**src/rtl/booth_r4_mult_hs.sv**
```systemverilog
// Iterative radix-4 Booth multiplier with valid/ready handshakes on operands and product.
// Each BUSY cycle retires two multiplier bits; two guard bits on A keep +/-2M steps exact.
module booth_r4_mult_hs #(
  parameter int DATA_WIDTH = 16
) (
  input  logic                    clk,
  input  logic                    rst_n,
  input  logic                    in_valid,
  output logic                    in_ready,
  input  logic [DATA_WIDTH-1:0]   m_in,
  input  logic [DATA_WIDTH-1:0]   q_in,
  input  logic                    is_signed,
  input  logic                    abort,
  output logic                    busy,
  output logic                    out_valid,
  input  logic                    out_ready,
  output logic [2*DATA_WIDTH-1:0] product
);

  localparam int ITER  = (DATA_WIDTH + 2) / 2;
  localparam int CNT_W = $clog2(ITER + 1);
  localparam int EW    = DATA_WIDTH + 2;
  localparam int AW    = DATA_WIDTH + 4;

  typedef enum logic [1:0] {
    S_IDLE,
    S_BUSY,
    S_DONE
  } state_t;

  state_t state, state_nxt;

  logic signed [AW-1:0] a_q;
  logic signed [EW-1:0] me_q;
  logic [EW-1:0]        q_q;
  logic                 q_prev;
  logic [CNT_W-1:0]     cnt;

  logic                 accept;
  logic                 last_iter;
  logic signed [AW-1:0] me_x;
  logic signed [AW-1:0] a_sum;
  logic signed [AW-1:0] a_nxt;
  logic [EW-1:0]        q_nxt;

  // abort wins over a same-cycle accept
  assign accept    = in_valid && in_ready && !abort;
  assign last_iter = (cnt == CNT_W'(ITER - 1));
  assign me_x      = {{2{me_q[EW-1]}}, me_q};

  always_ff @(posedge clk or negedge rst_n) begin
    // NOTE: sequential state uses non-blocking assignments so every register samples pre-edge values.
    if (!rst_n) state <= S_IDLE;
    else        state <= state_nxt;
  end

  always_comb begin
    // NOTE: default assignment first so no path through the case leaves state_nxt unassigned (no latch).
    state_nxt = state;
    unique case (state)
      S_IDLE: if (accept) state_nxt = S_BUSY;
      S_BUSY: begin
        if (abort)          state_nxt = S_IDLE;
        else if (last_iter) state_nxt = S_DONE;
      end
      S_DONE: if (out_ready || abort) state_nxt = S_IDLE;
      default: state_nxt = S_IDLE;
    endcase
  end

  always_comb begin
    in_ready  = (state == S_IDLE);
    busy      = (state == S_BUSY);
    out_valid = (state == S_DONE);
  end

  // One Booth recoding step on {Q[1],Q[0],q_prev}, then arithmetic shift of {A,Q,q_prev} by 2.
  always_comb begin
    a_sum = a_q;
    unique case ({q_q[1:0], q_prev})
      3'b001, 3'b010: a_sum = a_q + me_x;
      3'b011:         a_sum = a_q + (me_x <<< 1);
      3'b100:         a_sum = a_q - (me_x <<< 1);
      3'b101, 3'b110: a_sum = a_q - me_x;
      default:        a_sum = a_q;
    endcase
    a_nxt = a_sum >>> 2;
    q_nxt = {a_sum[1:0], q_q[EW-1:2]};
  end

  always_ff @(posedge clk or negedge rst_n) begin
    if (!rst_n) begin
      a_q     <= '0;
      me_q    <= '0;
      q_q     <= '0;
      q_prev  <= 1'b0;
      cnt     <= '0;
      product <= '0;
    end else if (accept) begin
      me_q   <= is_signed ? {{2{m_in[DATA_WIDTH-1]}}, m_in} : {2'b00, m_in};
      q_q    <= is_signed ? {{2{q_in[DATA_WIDTH-1]}}, q_in} : {2'b00, q_in};
      a_q    <= '0;
      q_prev <= 1'b0;
      cnt    <= '0;
    end else if (state == S_BUSY && !abort) begin
      a_q    <= a_nxt;
      q_q    <= q_nxt;
      q_prev <= q_q[1];
      cnt    <= cnt + CNT_W'(1);
      // After the final step Q holds the low EW product bits, A the rest
      if (last_iter) product <= {a_nxt[DATA_WIDTH-3:0], q_nxt};
    end
  end

endmodule

```
**config.mk**
```make
export PLATFORM = sky130hd
export DESIGN_NAME = booth_r4_mult_hs
export DESIGN_NICKNAME = d
export VERILOG_FILES = /design/src/rtl/booth_r4_mult_hs.sv
export SDC_FILE = /design/constraint.sdc
export NUM_CORES = 1
export LEC_CHECK = 0
export CORE_ASPECT_RATIO = 1.1
export CORE_UTILIZATION = 70
export CTS_CLUSTER_DIAMETER = 200
export CTS_CLUSTER_SIZE = 12
export DETAILED_ROUTE_END_ITERATION = 6
export DONT_BUFFER_PORTS = 1
export PLACE_DENSITY = 0.86
export SYNTH_ARGS = -nofsm -noshare
export SYNTH_HDL_FRONTEND = slang
export SYNTH_SLANG_ARGS = --single-unit
```
**constraint.sdc**
```tcl
create_clock -name clk -period 6.2 [get_ports clk]
set_clock_uncertainty 0.2 [all_clocks]
set_input_delay 1.86 -clock clk [delete_from_list [all_inputs] [get_ports clk]]
set_output_delay 1.86 -clock clk [all_outputs]
set_load 0.02 [all_outputs]
```
After elaboration in Yosys (flattened, before gate mapping)
Index checks and enable logic that the tools add are counted.
{ "op_classes": {"add_sub_neg": 5, "multipliers": 0, "div_mod_pow": 0, "n_lt_le_gt_ge": 0, "eq_ne": 12, "shift": 0, "n_mux": 16, "bitwise_logic": 1, "n_reduce_logical": 11} }
{ "ops": {"columns": ["cell", "n"], "rows": [
  ["case mux 20 bit (4 select lines)", 1],
  ["2-to-1 mux 18 bit", 4],
  ["2-to-1 mux 20 bit", 2],
  ["adder 20 x 18 -> 20 bit", 1],
  ["adder 20 x 19 -> 20 bit", 1],
  ["subtractor 20 x 18 -> 20 bit", 1],
  ["subtractor 20 x 19 -> 20 bit", 1],
  ["equality test 3 bit, second input constant", 3],
  ["2-to-1 mux 2 bit", 4],
  ["2-to-1 mux 4 bit", 2],
  ["equality test 3 x 2 -> 1 bit, second input constant", 2],
  ["case mux 2 bit (3 select lines)", 1],
  ["AND reduction 3 bit", 2],
  ["adder 4 x 1 -> 4 bit, second input constant", 1],
  ["equality test 4 bit, second input constant", 1],
  ["inequality test 2 x 1 -> 1 bit, second input constant", 2],
  ["OR reduction 2 bit", 2],
  ["equality test 3 x 1 -> 1 bit, second input constant", 1],
  ["logical AND 1 bit", 3],
  ["inequality test 3 x 2 -> 1 bit, second input constant", 1],
  ["equality test 2 x 1 -> 1 bit, second input constant", 1],
  ["equality test 2 bit, second input constant", 1],
  ["zero test 2 bit", 1],
  ["2-to-1 mux 1 bit", 2],
  ["4 further kinds", 4]
]} }
{ "totals": {"regBits": 95, "latchBits": 0, "ramBits": 0, "mem_bits_ro": 0, "in_bits": 38, "output_inout_bits": 35, "word_cells": 52, "memories": 0} }

Logic depth before layout (Yosys ltp)
{ "logic_depth": {"ltp_word": 5, "depth_mapped": 17, "ltp_nobuf": 17} }

Worst setup path after synthesis
Ideal clock, no wire load.
{ "synth_path": {"path_kind": "register -> register", "from": "reg me_q[0]", "to": "reg a_q[12]", "setup_time_ns": 0.134, "arrival_ns": 3.721, "required_time_ns": 5.866, "setup_slack_ns": 2.145, "path_stages_with_launch": 18, "n_path_buf": 0, "synth_period_minus_slack_ns": 4.055, "cell_sequence": "dfrtp_1 inv_1 ha_1 or3b_4 or4_4 or2_2 nor3_1 nor2_1 xnor2_1 ha_1 and4_1 and3_1 a21o_1 a211oi_1 xnor2_1 a22o_1 a31oi_1 o21ai_0"} }
{ "synth_via": {"elab_chain_len": 4, "word_cells_on_any_way": 7, "classes_between": "add/sub: 4; mux: 3"} }
{ "synth_lines": {"columns": ["element", "line_no", "rtl"], "rows": [
  ["start, declared", "34", "logic signed [EW-1:0] me_q;"],
  ["start signal, assigned", "100", "me_q <= is_signed ? {{2{m_in[DATA_WIDTH-1]}}, m_in} : {2'b00, m_in};"],
  ["subtractor 20 x 18 -> 20 bit, or another cell as far along", "84", "3'b101, 3'b110: a_sum = a_q - me_x;"],
  ["case mux 20 bit (4 select lines) (*)", "80", "unique case ({q_q[1:0], q_prev})"],
  ["2-to-1 mux 20 bit (*)", "105", "end else if (state == S_BUSY && !abort) begin"],
  ["2-to-1 mux 20 bit (*)", "99", "end else if (accept) begin"],
  ["end signal, assigned", "106", "a_q <= a_nxt;"],
  ["end, declared", "33", "logic signed [AW-1:0] a_q;"]
]} }
Every way passes the cells marked *; elsewhere a longest branch is shown, timed or not. The select of a mux whose other input is x is not followed.
A chain may end at the register's enable or synchronous reset.

Worst setup path in the final report
{ "layout_path": {"from": "reg me_q[0]", "to": "reg a_q[15]"} }
The elaborated chain is that of the path after synthesis.

==> metrics.yaml <==
outcome:
  status: "completed"
worst_setup_path:
  ff2ff_setup_slack_ns: 1.65
  cp_top_family: "simple AND/OR/NAND/NOR gates"
  slowest_stage: "or4_4"
  crit_start: "me_q[0]$_DFFE_PN0P_"
  timing.rr.start: "me_q[0]$_DFFE_PN0P_"
  crit_path_cell_trace: "inv_1, ha_1, or3b_4, or4_4, or2_2, nor3_1, nor2_1, xnor2_1, ha_1, nand3_1, nand2_1, nor3_1, a21oi_1, o21ai_0, nand3_1, a311oi_1, a211oi_1"
  required_ns: 6.25
  crit_buf_inv: 1
  critPathMaxStageDelay_ns: 0.46
  r2r-end: "a_q[15]$_DFFE_PN0P_"
  cp.arrival_ns: 4.60
  crit_type: "reg -> reg"
  worst-path-max-fanout: 6
  crit_path_end_kind: "flip-flop"
  startpoint_type: "flip-flop"
  reg2reg_depth: 17
sta:
  timing.final.crit_period_ns: 4.55
  rsz0062_at_grt: "false"
  slew_violations: 0
  fin_hold_ws_ns: 0.305
  fin_crit_sh_pct: 73.3
  setup_violations: 0
  hold_viol_final: 0
  tns_ns: 0
  worst_pin_slew_ns: 1.33
  finalWorstSetupSlack_ns: 1.65
  maxSlewHeadroom_pct: 10.9
  fmax_mhz: 220
final_layout:
  final_core_util_pct: 76.6
  antennaDiodeCount: 0
  fin_cells: 825
  nets: 793
  area_growth_pct: 4.29
  final_area_sq_mm: 0.00654
  drive_gt1_share_pct: 8.26
grt:
  antenna_found_initial: 0
  grt_pass1_vias: 5258
  grt_overflow: 0
  grt_pass1_wl_um: 25600
  track_usage_pct: 35.2
  grt_max_degree: 93
min_path:
  min-delay-start: "q_q[11]$_DFFE_PN0P_"
  holdPathStages: 2
  hp-class: "reg -> reg"
  holdPathEnd: "q_q[11]$_DFFE_PN0P_"
detailed_routing:
  drt-pass1-iter-count: 7
  routed_wl_um: 15900
  first_iter_violations: 309
  wl_per_cell_um: 19.2
  num_vias: 5381
  post-route-drc-count: 0
  viasPerCell: 6.52
  final_antenna_net_count: 0
pwr:
  pwr-share-clk_pct: 13.0
  p_sw_mw: 1.51
  finalPower_mw: 3.14
  swShare_pct: 48.0
  p_comb_share_pct: 59.2
  intPower_mw: 1.63
  peakVddDrop_mv: 0.235
  power_density_mw_per_mm2: 480
  p_leak_nw: 3.15
  p_seq_share_pct: 27.8
clock_tree:
  htree_levels: 3
  ctsResizeCount: 0
  clkTransAtPathRegs_ns: 0.11
  ctsHoldBuffers: 0
  clockBufferDepth: 2
  numCtsBuffers: 9
  cts_num_sinks: 92
  cts_setup_buffers: 0
  cts_tree: "built"
  root_buffer: "clkbuf_8"
  clkLatencyLatePin_ns: 0.37
logic_synthesis:
  syn_inst: 726
  ys.flop_type: "dfrtp_1"
  synth_area_sq_mm: 0.00627
  syn_nets: 810
  synth.distinct_cells: 59
  syn_avg_cell_area_sq_um: 8.64
  yosys_register_bits: 92
  synth.yosys.seq_area_share_pct: 36.7
  async_flop_share_pct: 100
  synth_edf_count: 0
  yosysWarnings: 0
floorplan:
  ios: 73
  initial_core_util_pct: 73.5
  core-area_sq_mm: 0.00854
  die_h_um: 101
  fp.dieArea_sq_mm: 0.00934
  placementRows: 35
  die_w_um: 92.3
placement:
  pre_cts_slack_ns: 1.80
  port_buffers: 0
  dpl.hpwl_um: 11500
  gp_congestion: 0.979
  dp.cells: 809
  place_area_sq_mm: 0.00634
run:
  drv_cap: 0
==> placed cells by master, fill, tap and decap left out, types with 8 or more instances in the layout <==
master	n
xor2_1	21
xnor2_1	36
a22o_1	9
a31oi_1	8
inv_1	21
nand3_1	8
clkbuf_8	9
a22oi_1	17
nand2_1	120
mux2_2	25
nor2_1	66
a21o_1	8
nand2b_1	8
o21ai_0	43
nor3_1	12
ha_1	44
a21oi_1	55
dfrtp_1	92
==> power groups by stage <==
stage                     sequential, mW  combinational (mW)  clock, mW
after detailed placement           0.876                1.79          0
final                              0.874                1.86      0.408
after floorplan                    0.815                1.44          0
after global placement             0.870                1.73          0
after global routing               0.886                2.03      0.431
after CTS                          0.867                1.81      0.410
==> cells in the mapped netlist, types with 7 or more instances <==
master	instances	area share, %
ha_1	44	8.8
nand2b_1	8	0.80
a21o_1	8	0.96
a22oi_1	17	2.0
nand3_1	8	0.64
a22o_1	9	1.3
clkbuf_1	29	1.7
or3_1	7	0.70
and3_1	7	0.70
a21oi_1	55	4.4
a31oi_1	8	0.80
inv_1	21	1.3
o21a_1	7	0.84
nor2b_1	7	0.70
nor3_1	13	1.0
xor2_1	21	2.9
xnor2_1	36	5.0
mux2_2	25	4.5
nand2_1	120	7.2
o21ai_0	43	3.4
dfrtp_1	92	37
nor2_1	67	4.0
==> registers in the layout (all words and copies together), names as in the netlist <==
register,count
product,32
a_q,18
q_q,18
me_q,17
cnt,4
state,2
q_prev,1
==> tightest hold or removal path, cell delays in order, from the launching register on <==
cell and delay [ns]:
dfrtp_1 0.37, nand2_1 0.05, nand2_1 0.06
==> logic make-up after synthesis <==
family                     share of synthesized area (%)
AOI/OAI and AO/OA                                   19.0
xor gates and xnor gates                            7.96
adders and majority gates                           9.42
buffers and inverters                               3.37
DFF                                                 36.7
muxes                                               4.81
and+or+nand+nor                                     18.8
==> per-layer routing <==
layer / track usage, % / up-vias / part of all wire, %
met4: 15.0 / 0 / 2.9
met1: 45.4 / 2528 / 40
met5: 0 / - / 0
li1: - / 2526 / -
met3: 8.56 / 47 / 10
met2: 57.1 / 280 / 46
==> how the worst max path moves through the flow <==
stage | endpoint | cells past startpoint
5_1_grt | a_q[16]$_DFFE_PN0P_ | 17
3_3_place_gp | a_q[18]$_DFFE_PN0P_ | 17
3_5_place_dp | a_q[15]$_DFFE_PN0P_ | 17
4_1_cts | a_q[15]$_DFFE_PN0P_ | 17
2_1_floorplan | a_q[12]$_DFFE_PN0P_ | 17
6_report | a_q[15]$_DFFE_PN0P_ | 17
==> layout make-up <==
type                       count  area (sq um)
clock buffer                   9           124
clock inverter                 7          72.6
fill                         580          2000
inverter                      21          78.8
multi-input combinational    578          3770
sequential                    92          2300
tap                          111           139
timing repair buffer           7          52.6
No activity file was read; power rests on OpenSTA's default activity.
==> RTL edit (same flow settings) <==
The 3 states of `state_t` get a one-hot encoding in 3 bits.
--- a/src/rtl/booth_r4_mult_hs.sv
+++ b/src/rtl/booth_r4_mult_hs.sv
@@ -24,6 +24,6 @@
 
-  typedef enum logic [1:0] {
-    S_IDLE,
-    S_BUSY,
-    S_DONE
+  typedef enum logic [2:0] {
+    S_IDLE = 3'b001,
+    S_BUSY = 3'b010,
+    S_DONE = 3'b100
   } state_t;
Function: same outputs for any inputs over 10 cycles, from zero or initial values and one cycle with rst_n low; not proved beyond that.
==> RTL edit against the original RTL <==
Area after synthesis grew 3.0%; final area grew 2.9%; sequential share of layout area fell by 0.59 points; setup slack improved by 0.14 ns; cell count is 8.2% higher; wire length is 8.3% higher; sequential cell count rose by 1; die area up 2.9%; critical path type unchanged; highest routed layer unchanged.
Power is not shown: default switching activity piles up to over one toggle a cycle in this logic, so the estimate is an artifact.
==> RTL edit: results (changes against the original RTL) <==
The maximum number of pins on one net before global-route repair was 94 (+1.1%); the number of antenna cells inserted was 0 (unchanged). The flow ran to the end, and the final reports show no timing, DRC or antenna violations. Number of input and output port buffers inserted: 0 (unchanged).

The proportion of synthesized chip area in sequential cells was 0.361 (-0.00646). Post-layout worst setup margin: 1.80 ns (+0.142 ns). For the HPWL after detailed placement, the log shows 12300 um (+6.4%). The tools report the first-pass GRT wire length as 27900 um (+9.0%).

The number of cell instances on the worst register-to-register path came out at 17 (unchanged). Final net count: 858 (+8.2%). The largest registers in the layout are product: 32 flops, a_q: 18 flops, q_q: 18 flops.

The total wire length is 17200 um (+8.3%), and the async set-or-reset flop fraction in the synthesized netlist is 1.00 (unchanged). The number of vias per cell after detailed routing came out at 6.54 (+0.21%). The critical path depth came out at 17 (unchanged). For this design, the slowest cell found on the critical path is sky130_fd_sc_hd__dfrtp_1.

The maximum cell stage delay along the critical path is 0.42 ns (-0.04 ns). The proportion of layout cells with a drive suffix above 1 is 0.0462 (-0.0364). For the H-tree depth, the log shows 3 (unchanged). The number of clock buffers inserted by TritonCTS is 9 (unchanged).

The largest fanout of any net on the critical path is 8 (+2). The placement-stage worst setup slack came out at 1.88 ns (+0.0770 ns). For the number of DRC markers after the initial detailed-route iteration, the log shows 487 (+58%). The worst setup path is captured at a flip-flop. The run gives 4.40 ns (-0.20 ns) as the arrival time of data at the critical path endpoint. Top cell family by delay on the critical path: compound AO/OA/AOI/OAI gates. The run gives 0.377 (+0.0249) as the overall fraction of global-route tracks in use.

The via count of the first global-routing pass is 5743 (+9.2%). The worst setup path is launched from a flip-flop. The worst slew slack as a fraction of its limit was 0.241 (+0.131).

The insertion delay to the later sink of the worst-skew pair came out at 0.37 ns (about the same). The post-cts gate resize count came out at 0 (unchanged). The timing endpoint of the critical path is product[30]. The post-synthesis net count came out at 876 (+8.1%).

Clock edge transition at the registers on the reported setup and hold paths: 0.09 ns (-0.02 ns). The first-pass iteration count of the detailed router came out at 5 (-2). The worst register-to-register path begins at me_q[0]. For the unique cell type count in the Yosys netlist, the log shows 61 (+3.4%). By count the netlist is led by 194 x sky130_fd_sc_hd__nand2_1, 92 x sky130_fd_sc_hd__dfrtp_1, 58 x sky130_fd_sc_hd__nor2_1.

The tools report the number of antenna violations at the first check in global routing as 0 (unchanged). Maximum clock insertion buffer count: 2 (unchanged). In this run the worst hold path is classified as reg2reg.

The weighted congestion at the end of routability-driven global placement came out at 1.00 (+2.3%). Yosys attributes the largest share of cell area to sky130_fd_sc_hd__dfrtp_1 36%, sky130_fd_sc_hd__nand2_1 11%, sky130_fd_sc_hd__ha_1 8.5%, sky130_fd_sc_hd__xnor2_1 4.9%, sky130_fd_sc_hd__o21ai_0 4.2%.
RTL edit: cell types whose count changed after synthesis, moves of 5 or more:
| cell | before | now |
|---|---|---|
| sky130_fd_sc_hd__mux2_2 | 25 | 2 |
| sky130_fd_sc_hd__o21ai_0 | 43 | 54 |
| sky130_fd_sc_hd__o21a_1 | 7 | 12 |
| sky130_fd_sc_hd__o211ai_1 | 3 | 9 |
| sky130_fd_sc_hd__nand3_1 | 8 | 13 |
| sky130_fd_sc_hd__nand2_1 | 120 | 194 |
| sky130_fd_sc_hd__a22oi_1 | 17 | 8 |
| sky130_fd_sc_hd__nor2_1 | 67 | 58 |
| sky130_fd_sc_hd__a221oi_1 | 5 | 10 |
| sky130_fd_sc_hd__a21oi_1 | 55 | 46 |
| sky130_fd_sc_hd__a211oi_1 | 3 | 8 |
RTL edit: through the flow:
step | instance area, um2 | instances | hold WS (ns)
6_report | 6730 | 893 | 0.307
5_1_grt | 6730 | 893 | 0.331
4_1_cts | 6730 | 893 | 0.308
3_5_place_dp | 6510 | 877 | 0.283
3_3_place_gp | 6510 | 877 | 0.276
2_1_floorplan | 6460 | 792 | 0.261
RTL edit: layer usage:
layer	up-vias	routed length, um	track usage
met5	-	0	0
met4	0	364	0.159
met3	36	1620	0.0848
met2	309	7950	0.595
met1	2775	7270	0.505
li1	2717	-	-
RTL edit: worst min-delay path by stage:
stage / cells past startpoint / startpoint / end
5_1_grt: 2 / q_q[5] / product[3]
6_report: 2 / q_q[14] / product[12]
3_3_place_gp: 2 / q_q[5] / product[3]
4_1_cts: 2 / q_q[14] / product[12]
3_5_place_dp: 2 / q_q[15] / q_q[15]
2_1_floorplan: 2 / q_q[2] / product[0]
RTL edit: cell families after synthesis:
| logic type | share of synthesized area |
|---|---|
| AND/OR/NAND/NOR | 0.221 |
| AO/OA/AOI/OAI | 0.203 |
| flip-flops | 0.361 |
| XOR/XNOR | 0.0814 |
| buffers and inverters | 0.0382 |
| adder cells (fa/ha/maj) | 0.0915 |
| multiplexers | 0.00504 |
RTL edit: area by class of cell:
type / count / area (um2)
repair buffers: 8 / 60.1
multi-input cells: 639 / 3890
inverters: 23 / 86.3
flip-flops and latches: 93 / 2330
well taps: 114 / 143
clock buffers: 10 / 128
fillers: 662 / 2190
clock inverters: 6 / 93.8
RTL edit: tightest hold or removal path: stages, from the launching register on:
cell,delay (ns)
sky130_fd_sc_hd__dfrtp_1,0.38
sky130_fd_sc_hd__nand2_1,0.06
sky130_fd_sc_hd__nand2_1,0.05
